File: src/rtl/sodor5_pkg.sv
// Shared encodings, constants and instruction decode for the sodor5 five-stage core.
package sodor5_pkg;

  localparam logic [31:0] NOP      = 32'h0000_0013;
  localparam logic [31:0] RESET_PC = 32'h0000_0000;

  localparam logic [6:0] OPC_LUI    = 7'b0110111;
  localparam logic [6:0] OPC_AUIPC  = 7'b0010111;
  localparam logic [6:0] OPC_JAL    = 7'b1101111;
  localparam logic [6:0] OPC_JALR   = 7'b1100111;
  localparam logic [6:0] OPC_BRANCH = 7'b1100011;
  localparam logic [6:0] OPC_LOAD   = 7'b0000011;
  localparam logic [6:0] OPC_STORE  = 7'b0100011;
  localparam logic [6:0] OPC_OPIMM  = 7'b0010011;
  localparam logic [6:0] OPC_OP     = 7'b0110011;

  typedef enum logic [3:0] {
    ALU_ADD = 4'd0, ALU_SUB = 4'd1, ALU_SLL = 4'd2, ALU_SRL = 4'd3, ALU_SRA = 4'd4,
    ALU_AND = 4'd5, ALU_OR = 4'd6, ALU_XOR = 4'd7, ALU_SLT = 4'd8, ALU_SLTU = 4'd9,
    ALU_COPY2 = 4'd10
  } alu_fun_t;

  typedef enum logic [2:0] {
    MT_NONE = 3'd0, MT_B = 3'd1, MT_H = 3'd2, MT_W = 3'd3, MT_BU = 3'd5, MT_HU = 3'd6
  } mem_typ_t;

  typedef enum logic [1:0] {OP2_RS2, OP2_IMM, OP2_FOUR} op2_sel_t;

  typedef struct packed {
    logic [4:0]  rd;
    logic        uses_rs1;
    logic        uses_rs2;
    logic        op1_pc;
    op2_sel_t    op2_sel;
    alu_fun_t    alu_fun;
    logic [31:0] imm;
    logic        is_br;
    logic        is_jal;
    logic        is_jalr;
    logic        is_load;
    logic        is_store;
    logic        mem_fcn;
    mem_typ_t    mem_typ;
  } ctrl_t;

  function automatic logic [31:0] imm_i(input logic [31:0] inst);
    return {{20{inst[31]}}, inst[31:20]};
  endfunction

  function automatic logic [31:0] imm_s(input logic [31:0] inst);
    return {{20{inst[31]}}, inst[31:25], inst[11:7]};
  endfunction

  function automatic logic [31:0] imm_b(input logic [31:0] inst);
    return {{19{inst[31]}}, inst[31], inst[7], inst[30:25], inst[11:8], 1'b0};
  endfunction

  function automatic logic [31:0] imm_u(input logic [31:0] inst);
    return {inst[31:12], 12'b0};
  endfunction

  function automatic logic [31:0] imm_j(input logic [31:0] inst);
    return {{11{inst[31]}}, inst[31], inst[19:12], inst[20], inst[30:21], 1'b0};
  endfunction

  function automatic alu_fun_t alu_of(input logic [2:0] f3, input logic alt);
    case (f3)
      3'd0:    return alt ? ALU_SUB : ALU_ADD;
      3'd1:    return ALU_SLL;
      3'd2:    return ALU_SLT;
      3'd3:    return ALU_SLTU;
      3'd4:    return ALU_XOR;
      3'd5:    return alt ? ALU_SRA : ALU_SRL;
      3'd6:    return ALU_OR;
      default: return ALU_AND;
    endcase
  endfunction

  // Unsupported encodings fall through with rd=0 and no side effects, i.e. a NOP.
  function automatic ctrl_t decode(input logic [31:0] inst);
    ctrl_t      c;
    logic [2:0] f3;
    logic [6:0] f7;
    f3 = inst[14:12];
    f7 = inst[31:25];
    c = '0;
    c.alu_fun = ALU_ADD;
    c.mem_typ = MT_NONE;
    c.op2_sel = OP2_IMM;
    c.imm     = imm_i(inst);
    case (inst[6:0])
      OPC_LUI: begin
        c.rd = inst[11:7]; c.alu_fun = ALU_COPY2; c.imm = imm_u(inst);
      end
      OPC_AUIPC: begin
        c.rd = inst[11:7]; c.op1_pc = 1'b1; c.imm = imm_u(inst);
      end
      OPC_JAL: begin
        c.rd = inst[11:7]; c.op1_pc = 1'b1; c.op2_sel = OP2_FOUR;
        c.is_jal = 1'b1; c.imm = imm_j(inst);
      end
      OPC_JALR: if (f3 == 3'd0) begin
        c.rd = inst[11:7]; c.uses_rs1 = 1'b1; c.op1_pc = 1'b1;
        c.op2_sel = OP2_FOUR; c.is_jalr = 1'b1;
      end
      OPC_BRANCH: if (f3 != 3'd2 && f3 != 3'd3) begin
        c.uses_rs1 = 1'b1; c.uses_rs2 = 1'b1; c.is_br = 1'b1;
        c.alu_fun = ALU_SUB; c.imm = imm_b(inst);
      end
      OPC_LOAD: if (f3 != 3'd3 && f3 < 3'd6) begin
        c.rd = inst[11:7]; c.uses_rs1 = 1'b1; c.is_load = 1'b1;
        c.mem_typ = mem_typ_t'(f3 + 3'd1);
      end
      OPC_STORE: if (f3 < 3'd3) begin
        c.uses_rs1 = 1'b1; c.uses_rs2 = 1'b1; c.is_store = 1'b1; c.mem_fcn = 1'b1;
        c.imm = imm_s(inst); c.mem_typ = mem_typ_t'(f3 + 3'd1);
      end
      OPC_OPIMM: if ((f3 != 3'd1 || f7 == 7'h00) &&
                     (f3 != 3'd5 || f7 == 7'h00 || f7 == 7'h20)) begin
        c.rd = inst[11:7]; c.uses_rs1 = 1'b1;
        c.alu_fun = alu_of(f3, inst[30] && f3 == 3'd5);
      end
      OPC_OP: if (f7 == 7'h00 || (f7 == 7'h20 && (f3 == 3'd0 || f3 == 3'd5))) begin
        c.rd = inst[11:7]; c.uses_rs1 = 1'b1; c.uses_rs2 = 1'b1;
        c.op2_sel = OP2_RS2; c.alu_fun = alu_of(f3, inst[30]);
      end
      default: ;
    endcase
    return c;
  endfunction

endpackage

File: src/rtl/sodor5_alu.sv
// Combinational 32-bit RV32I ALU selected by alu_fun.
module sodor5_alu
  import sodor5_pkg::*;
(
  input  alu_fun_t           alu_fun,
  input  logic signed [31:0] op1,
  input  logic signed [31:0] op2,
  output logic signed [31:0] result
);

  logic [4:0] shamt;
  assign shamt = op2[4:0];

  always_comb begin
    result = op1 + op2;
    case (alu_fun)
      ALU_SUB:   result = op1 - op2;
      ALU_SLL:   result = op1 << shamt;
      ALU_SRL:   result = $signed($unsigned(op1) >> shamt);
      ALU_SRA:   result = op1 >>> shamt;
      ALU_AND:   result = op1 & op2;
      ALU_OR:    result = op1 | op2;
      ALU_XOR:   result = op1 ^ op2;
      ALU_SLT:   result = {31'b0, op1 < op2};
      ALU_SLTU:  result = {31'b0, $unsigned(op1) < $unsigned(op2)};
      ALU_COPY2: result = op2;
      default:   result = op1 + op2;
    endcase
  end

endmodule

File: src/rtl/sodor5_core.sv
// Five-stage in-order RV32I core with a single-entry load buffer in place of data memory.
module sodor5_core
  import sodor5_pkg::*;
(
  input  logic          clock,
  input  logic          reset,
  input  logic [31:0]   fe_in_io_imem_resp_bits_data,
  output logic [31:0]   fe_ou_io_imem_req_bits_addr,
  output logic          fe_ou_io_imem_req_valid,
  output logic [1023:0] port_regfile,
  output logic [31:0]   port_if_reg_pc,
  output logic [31:0]   port_dec_reg_pc,
  output logic [31:0]   port_exe_reg_pc,
  output logic [31:0]   port_mem_reg_pc,
  output logic [31:0]   port_dec_reg_inst,
  output logic [31:0]   port_exe_reg_inst,
  output logic [31:0]   port_mem_reg_inst,
  output logic [31:0]   port_imm,
  output logic [31:0]   port_imm_sbtype_sext,
  output logic [4:0]    port_reg_rs1_addr_in,
  output logic [4:0]    port_reg_rs2_addr_in,
  output logic [31:0]   port_reg_rs1_data_out,
  output logic [31:0]   port_reg_rs2_data_out,
  output logic [4:0]    port_reg_rd_addr_in,
  output logic [31:0]   port_reg_rd_data_in,
  output logic [4:0]    port_dec_wbaddr,
  output logic [4:0]    port_exe_reg_wbaddr,
  output logic [4:0]    port_mem_reg_wbaddr,
  output logic [31:0]   port_alu_out,
  output logic [31:0]   port_mem_reg_alu_out,
  output logic [3:0]    port_alu_fun,
  output logic          port_mem_fcn,
  output logic [2:0]    port_mem_typ,
  output logic          port_lb_table_valid,
  output logic [31:0]   port_lb_table_addr,
  output logic [31:0]   port_lb_table_data
);

  function automatic logic [31:0] load_ext(input mem_typ_t t, input logic [31:0] w);
    case (t)
      MT_B:    return {{24{w[7]}}, w[7:0]};
      MT_H:    return {{16{w[15]}}, w[15:0]};
      MT_BU:   return {24'b0, w[7:0]};
      MT_HU:   return {16'b0, w[15:0]};
      default: return w;
    endcase
  endfunction

  function automatic logic [31:0] store_mask(input mem_typ_t t);
    case (t)
      MT_B:    return 32'h0000_00FF;
      MT_H:    return 32'h0000_FFFF;
      default: return 32'hFFFF_FFFF;
    endcase
  endfunction

  logic [31:0]        rf [32];
  logic [31:0]        pc_p0, pc_p1, inst_p1, pc_p2, inst_p2, pc_p3, inst_p3;
  logic signed [31:0] rs1_p2, rs2_p2, alu_p3, rs2_p3;
  logic [4:0]         wbaddr_p4;
  logic [31:0]        wbdata_p4;
  logic               lb_valid;
  logic [31:0]        lb_addr, lb_data;
  ctrl_t              ctl_p1, ctl_p2, ctl_p3;

  assign ctl_p1 = decode(inst_p1);
  assign ctl_p2 = decode(inst_p2);
  assign ctl_p3 = decode(inst_p3);

  // DEC: register read, forwarding (EXE > MEM > WB) and load-use detection
  logic [4:0]         rs1_addr, rs2_addr;
  logic [31:0]        rf_rs1, rf_rs2;
  logic signed [31:0] byp_rs1, byp_rs2, alu_out, mem_wbdata;
  logic               stall;

  assign rs1_addr = inst_p1[19:15];
  assign rs2_addr = inst_p1[24:20];
  assign rf_rs1   = (rs1_addr == 5'd0) ? 32'd0 : rf[rs1_addr];
  assign rf_rs2   = (rs2_addr == 5'd0) ? 32'd0 : rf[rs2_addr];

  always_comb begin
    byp_rs1 = rf_rs1;
    byp_rs2 = rf_rs2;
    if (rs1_addr != 5'd0) begin
      if (rs1_addr == ctl_p2.rd)      byp_rs1 = alu_out;
      else if (rs1_addr == ctl_p3.rd) byp_rs1 = mem_wbdata;
      else if (rs1_addr == wbaddr_p4) byp_rs1 = wbdata_p4;
    end
    if (rs2_addr != 5'd0) begin
      if (rs2_addr == ctl_p2.rd)      byp_rs2 = alu_out;
      else if (rs2_addr == ctl_p3.rd) byp_rs2 = mem_wbdata;
      else if (rs2_addr == wbaddr_p4) byp_rs2 = wbdata_p4;
    end
  end

  assign stall = ctl_p2.is_load && ctl_p2.rd != 5'd0 &&
                 ((ctl_p1.uses_rs1 && rs1_addr == ctl_p2.rd) ||
                  (ctl_p1.uses_rs2 && rs2_addr == ctl_p2.rd));

  // EXE: ALU, branch resolution and redirect
  logic signed [31:0] op1, op2;
  logic               br_cond, taken;
  logic [31:0]        target;

  assign op1 = ctl_p2.op1_pc ? $signed(pc_p2) : rs1_p2;

  always_comb begin
    op2 = ctl_p2.imm;
    case (ctl_p2.op2_sel)
      OP2_RS2:  op2 = rs2_p2;
      OP2_FOUR: op2 = 32'sd4;
      default:  ;
    endcase
  end

  sodor5_alu u_alu (
    .alu_fun (ctl_p2.alu_fun),
    .op1     (op1),
    .op2     (op2),
    .result  (alu_out)
  );

  always_comb begin
    case (inst_p2[14:12])
      3'd0:    br_cond = rs1_p2 == rs2_p2;
      3'd1:    br_cond = rs1_p2 != rs2_p2;
      3'd4:    br_cond = rs1_p2 < rs2_p2;
      3'd5:    br_cond = rs1_p2 >= rs2_p2;
      3'd6:    br_cond = $unsigned(rs1_p2) < $unsigned(rs2_p2);
      3'd7:    br_cond = $unsigned(rs1_p2) >= $unsigned(rs2_p2);
      default: br_cond = 1'b0;
    endcase
  end

  assign taken  = (ctl_p2.is_br && br_cond) || ctl_p2.is_jal || ctl_p2.is_jalr;
  assign target = ctl_p2.is_jalr ? ((rs1_p2 + ctl_p2.imm) & ~32'd1) : (pc_p2 + ctl_p2.imm);

  // MEM: load-buffer lookup
  logic        lb_hit;
  logic [31:0] mem_word;

  assign lb_hit     = lb_valid && lb_addr == alu_p3;
  assign mem_word   = lb_hit ? lb_data : 32'd0;
  assign mem_wbdata = ctl_p3.is_load ? load_ext(ctl_p3.mem_typ, mem_word) : alu_p3;

  always_ff @(posedge clock) begin
    if (reset) begin
      pc_p0     <= RESET_PC;
      pc_p1     <= '0;
      inst_p1   <= NOP;
      pc_p2     <= '0;
      inst_p2   <= NOP;
      pc_p3     <= '0;
      inst_p3   <= NOP;
      wbaddr_p4 <= '0;
      lb_valid  <= 1'b0;
      lb_addr   <= '0;
      lb_data   <= '0;
    end else begin
      if (taken)       pc_p0 <= target;
      else if (!stall) pc_p0 <= pc_p0 + 32'd4;
      if (!stall) begin
        pc_p1   <= pc_p0;
        inst_p1 <= taken ? NOP : fe_in_io_imem_resp_bits_data;
      end
      pc_p2     <= pc_p1;
      inst_p2   <= (stall || taken) ? NOP : inst_p1;
      pc_p3     <= pc_p2;
      inst_p3   <= inst_p2;
      wbaddr_p4 <= ctl_p3.rd;
      if (ctl_p3.is_load) begin
        lb_valid <= 1'b1;
        lb_addr  <= alu_p3;
        lb_data  <= mem_word;
      end else if (ctl_p3.is_store && lb_hit) begin
        lb_data  <= rs2_p3 & store_mask(ctl_p3.mem_typ);
      end
    end
  end

  // WB: datapath registers carry no reset; writes are gated by reset and wbaddr
  always_ff @(posedge clock) begin
    rs1_p2    <= byp_rs1;
    rs2_p2    <= byp_rs2;
    alu_p3    <= alu_out;
    rs2_p3    <= rs2_p2;
    wbdata_p4 <= mem_wbdata;
    if (!reset && wbaddr_p4 != 5'd0) rf[wbaddr_p4] <= wbdata_p4;
  end

  always_comb begin
    port_regfile = '0;
    for (int n = 1; n < 32; n++) port_regfile[32*n +: 32] = rf[n];
  end

  assign fe_ou_io_imem_req_bits_addr = pc_p0;
  assign fe_ou_io_imem_req_valid     = !reset;
  assign port_if_reg_pc        = pc_p0;
  assign port_dec_reg_pc       = pc_p1;
  assign port_exe_reg_pc       = pc_p2;
  assign port_mem_reg_pc       = pc_p3;
  assign port_dec_reg_inst     = inst_p1;
  assign port_exe_reg_inst     = inst_p2;
  assign port_mem_reg_inst     = inst_p3;
  assign port_imm              = imm_i(inst_p1);
  assign port_imm_sbtype_sext  = imm_b(inst_p1);
  assign port_reg_rs1_addr_in  = rs1_addr;
  assign port_reg_rs2_addr_in  = rs2_addr;
  assign port_reg_rs1_data_out = rf_rs1;
  assign port_reg_rs2_data_out = rf_rs2;
  assign port_reg_rd_addr_in   = wbaddr_p4;
  assign port_reg_rd_data_in   = wbdata_p4;
  assign port_dec_wbaddr       = inst_p1[11:7];
  assign port_exe_reg_wbaddr   = ctl_p2.rd;
  assign port_mem_reg_wbaddr   = ctl_p3.rd;
  assign port_alu_out          = alu_out;
  assign port_mem_reg_alu_out  = alu_p3;
  assign port_alu_fun          = ctl_p1.alu_fun;
  assign port_mem_fcn          = ctl_p1.mem_fcn;
  assign port_mem_typ          = ctl_p1.mem_typ;
  assign port_lb_table_valid   = lb_valid;
  assign port_lb_table_addr    = lb_addr;
  assign port_lb_table_data    = lb_data;

endmodule

File: config.mk
export PLATFORM = sky130hd
export DESIGN_NAME = sodor5_core
export DESIGN_NICKNAME = d
export VERILOG_FILES = /design/src/rtl/sodor5_pkg.sv /design/src/rtl/sodor5_alu.sv /design/src/rtl/sodor5_core.sv
export SDC_FILE = /design/constraint.sdc
export NUM_CORES = 2
export LEC_CHECK = 0
export CORE_AREA = 2 2 643 645
export CTS_BUF_LIST = sky130_fd_sc_hd__clkbuf_8
export DETAILED_ROUTE_END_ITERATION = 8
export DIE_AREA = 0 0 645 647
export GPL_ROUTABILITY_DRIVEN = 0
export PLACE_DENSITY = 0.36
export SYNTH_ARGS = -nofsm -noshare
export SYNTH_HDL_FRONTEND = slang
export SYNTH_SLANG_ARGS = --single-unit
File: constraint.sdc
create_clock -name clock -period 11.5 [get_ports clock]
set_input_delay 1.725 -clock clock [delete_from_list [all_inputs] [get_ports clock]]
set_output_delay 1.725 -clock clock [all_outputs]
set_load 0.01 [all_outputs]
==> results.py <==
metrics = {
    "timing": {
        "fin_crit_sh": 0.915,
        "slew_headroom": 0.00853,
        "fin_crit_ps": 10520,
        "finClkSkew_ps": 154,
        "tightest_slew_ps": 1470,
        "tns_ps": 0,
        "hold_viol": 0,
        "drv_slew": 0,
        "rsz0062_at_grt": "false",
        "fmax_mhz": 95.0,
        "setup_violations": 0,
    },
    "global_route": {
        "grt_overflow_total": 0,
        "antenna_found_initial": 42,
        "grt_pass1_wl_um": 730000,
        "grt_max_degree": 100,
        "grt_pass1_vias": 67700,
        "gr-usage-all-layers": 0.264,
    },
    "drt": {
        "wirelength_um": 575000,
        "via_per_inst": 5.15,
        "antenna_left": 0,
        "drc": 0,
        "wl_per_cell_um": 42.0,
        "drt_pass1_iterations": 8,
        "num_vias": 70400,
        "drt_iter0_markers": 8340,
    },
    "setup_path": {
        "r2r_start": "port_exe_reg_inst[14]",
        "worstReg2RegEnd": "port_mem_reg_alu_out[18]",
        "end_kind": "output pin",
        "rrSetupSlack_ps": 4140,
        "critPathLaunchType": "flop",
        "crit_path_start": "port_exe_reg_inst[14]",
        "crit_arrival_ps": 8800,
        "critPathRequiredTime_ps": 9780,
        "crit_fanout": 20,
        "critPathKind": "reg2out",
        "reg2reg_depth": 21,
    },
    "synth": {
        "synth_edf_count": 1024,
        "synth_flop_cell": "edfxtp_1",
        "synthDistinctLibCells": 122,
        "synth.avg_cell_area_um2": 12.7,
        "synth_top_area_share": 0.382,
        "synth.area.top_cells": "edfxtp_1 (38%), mux4_2 (18%), dfxtp_1 (12%)",
        "ys_ff_latch": 1488,
        "synth_cells": 6318,
        "yosysWarnings": 0,
        "async_flop_share": 0,
        "synth_common_cells": "edfxtp_1 (1024), mux4_2 (640), dfxtp_1 (464)",
        "syn_area_um2": 80400,
        "ys_seq_area_frac": 0.498,
        "synth_most_common_cell": "edfxtp_1",
        "yosysTopAreaCell": "edfxtp_1",
    },
    "floorplan": {
        "io_pins": 1642,
        "fp.dieW_um": 645,
        "rows": 236,
        "start_util": 0.196,
        "dieArea_um2": 417000,
        "core_area_um2": 411000,
        "die_y_um": 647,
    },
    "flow_run": {
        "cap_violations": 1,
    },
    "finish": {
        "syn2layout_area_growth_pct": 35.4,
        "fin_cells": 13700,
        "nNetsFinal": 8187,
        "drive_gt1_frac": 0.178,
        "finalInstanceArea_um2": 109000,
        "filler_cell_count": 42900,
        "final_util": 0.265,
    },
    "clock_network": {
        "root_buffer": "clkbuf_8",
        "cts_resized": 0,
        "cts_tree": "yes",
        "cts.htree.levels": 5,
        "clk_path_buf_depth": 4,
        "cts_made_buffers": 306,
        "insertion_delay_ps": 1150,
        "hold_buffers": 0,
        "clk_pin_slew_ps": 60,
        "cts.sinks": 1488,
        "post_cts_buffers": 0,
    },
    "placed_design": {
        "dp_hpwl_um": 446000,
        "portBuffers": 1608,
        "place_area_um2": 103000,
        "dp_cells": 13100,
    },
    "power_and_ir_drop": {
        "irDropWorstVdd_uv": 94.9,
        "leakage_uw": 0.0373,
        "switchingPower_uw": 7370,
        "p_comb_frac": 0.312,
        "power_frac_clock": 0.304,
        "p_int_uw": 11200,
        "switching_share": 0.397,
        "share_seq_of_total_power": 0.385,
        "p_per_area_nw_per_um2": 171,
    },
    "hold_path": {
        "whs_endpoint": "rs2_p3[17]",
        "hp-start": "rs2_p2[17]",
        "hp-class": "reg2reg",
        "hold_depth": 0,
    },
    "run_status": {
        "violations": "max-capacitance violations",
        "status": "finished, violations left",
    },
}
==> layout by cell type, fill, tap and decap left out, drive strengths merged, types with 67 or more instances in the layout <==
cell and instances:
nor2b 115, clkinv 90, buf 234, ha 200, o211ai 145, edfxtp 1024
mux4 640, a22oi 67, nor3 98, nand3 244, o22ai 68, mux2i 172
nor2 374, a21o 68, clkdlybuf4s50 1607, xnor2 77, o21ai 239, nand2 443
inv 304, dfxtp 464, a21oi 298, clkbuf 339
==> sequential cells by signal (all words and copies together) (netlist names), named ones only <==
name	count
port_lb_table_data	32
port_dec_reg_inst	32
rs2_p2	32
port_mem_reg_inst	32
port_dec_reg_pc	32
port_exe_reg_inst	32
port_mem_reg_alu_out	32
rf	1024
rs1_p2	32
fe_ou_io_imem_req_bits_addr	32
port_mem_reg_pc	32
port_reg_rd_data_in	32
port_lb_table_valid	1
port_exe_reg_pc	32
port_reg_rd_addr_in	5
rs2_p3	32
port_lb_table_addr	32
==> metal layers <==
metal,vias up,part of all wire,GRT usage
li1,27900,-,-
met3,952,0.090,0.0784
met5,-,0.00014,0
met4,12,0.066,0.145
met1,37400,0.38,0.312
met2,4152,0.46,0.430
==> cells by family after synthesis <==
group	synth area share
AND/OR/NAND/NOR	0.0938
flip-flops	0.498
AO/OA/AOI/OAI	0.113
multiplexers	0.201
buffers and inverters	0.0462
other	0.0000466
XOR/XNOR	0.0152
adder cells (fa/ha/maj)	0.0321
==> worst max-delay path, stage by stage (launching register included) <==
cell	delay (ps)
dfxtp_1	870
inv_1	300
mux2_2	390
and2_2	250
a22o_1	340
a22oi_4	510
buf_4	350
ha_1	270
inv_1	120
a2111oi_1	800
o211a_1	340
o21bai_1	190
o211ai_2	410
xnor2_1	170
nor2_1	50
a2111oi_0	500
o21ai_0	210
a2111oi_2	640
buf_4	260
inv_1	60
clkdlybuf4s50_1	620
==> final cells by class <==
type / count / area [um^2] / share of cell area
Antenna cell: 20 / 50.0 / 0.000460
Clock buffer: 338 / 4650 / 0.0427
Clock inverter: 200 / 1180 / 0.0108
Inverter: 211 / 792 / 0.00728
Multi-Input combinational cell: 4100 / 37300 / 0.342
Sequential cell: 1488 / 40100 / 0.368
Tap cell: 5474 / 6850 / 0.0629
Timing Repair Buffer: 1842 / 18000 / 0.165
==> power groups by stage <==
stage	sequential, uW	clock (uW)	combinational (uW)
2_1_floorplan	7120	0	2410
3_3_place_gp	7250	0	5690
3_5_place_dp	7240	0	5690
4_1_cts	7140	5780	5710
5_1_grt	7150	5980	6010
6_report	7140	5640	5790
==> stage by stage <==
step                      power [uW]  setup WS, ps  hold WS [ps]
after floorplan                 9530          4500           331
after global placement         12900          2210           347
after detailed placement       12900          2320           344
after CTS                      18600          1040           360
after global routing           19100           684           375
final                          18600           975           363
==> worst max path at each step <==
stage / endpoint / slack [ps] / depth (start not counted)
6_report: port_alu_out[21] / 980 / 20
3_5_place_dp: port_alu_out[30] / 2320 / 23
2_1_floorplan: port_alu_out[31] / 4500 / 21
3_3_place_gp: port_alu_out[30] / 2210 / 23
4_1_cts: port_alu_out[30] / 1040 / 23
5_1_grt: port_alu_out[30] / 680 / 20
(Power assumes the default switching activity.)
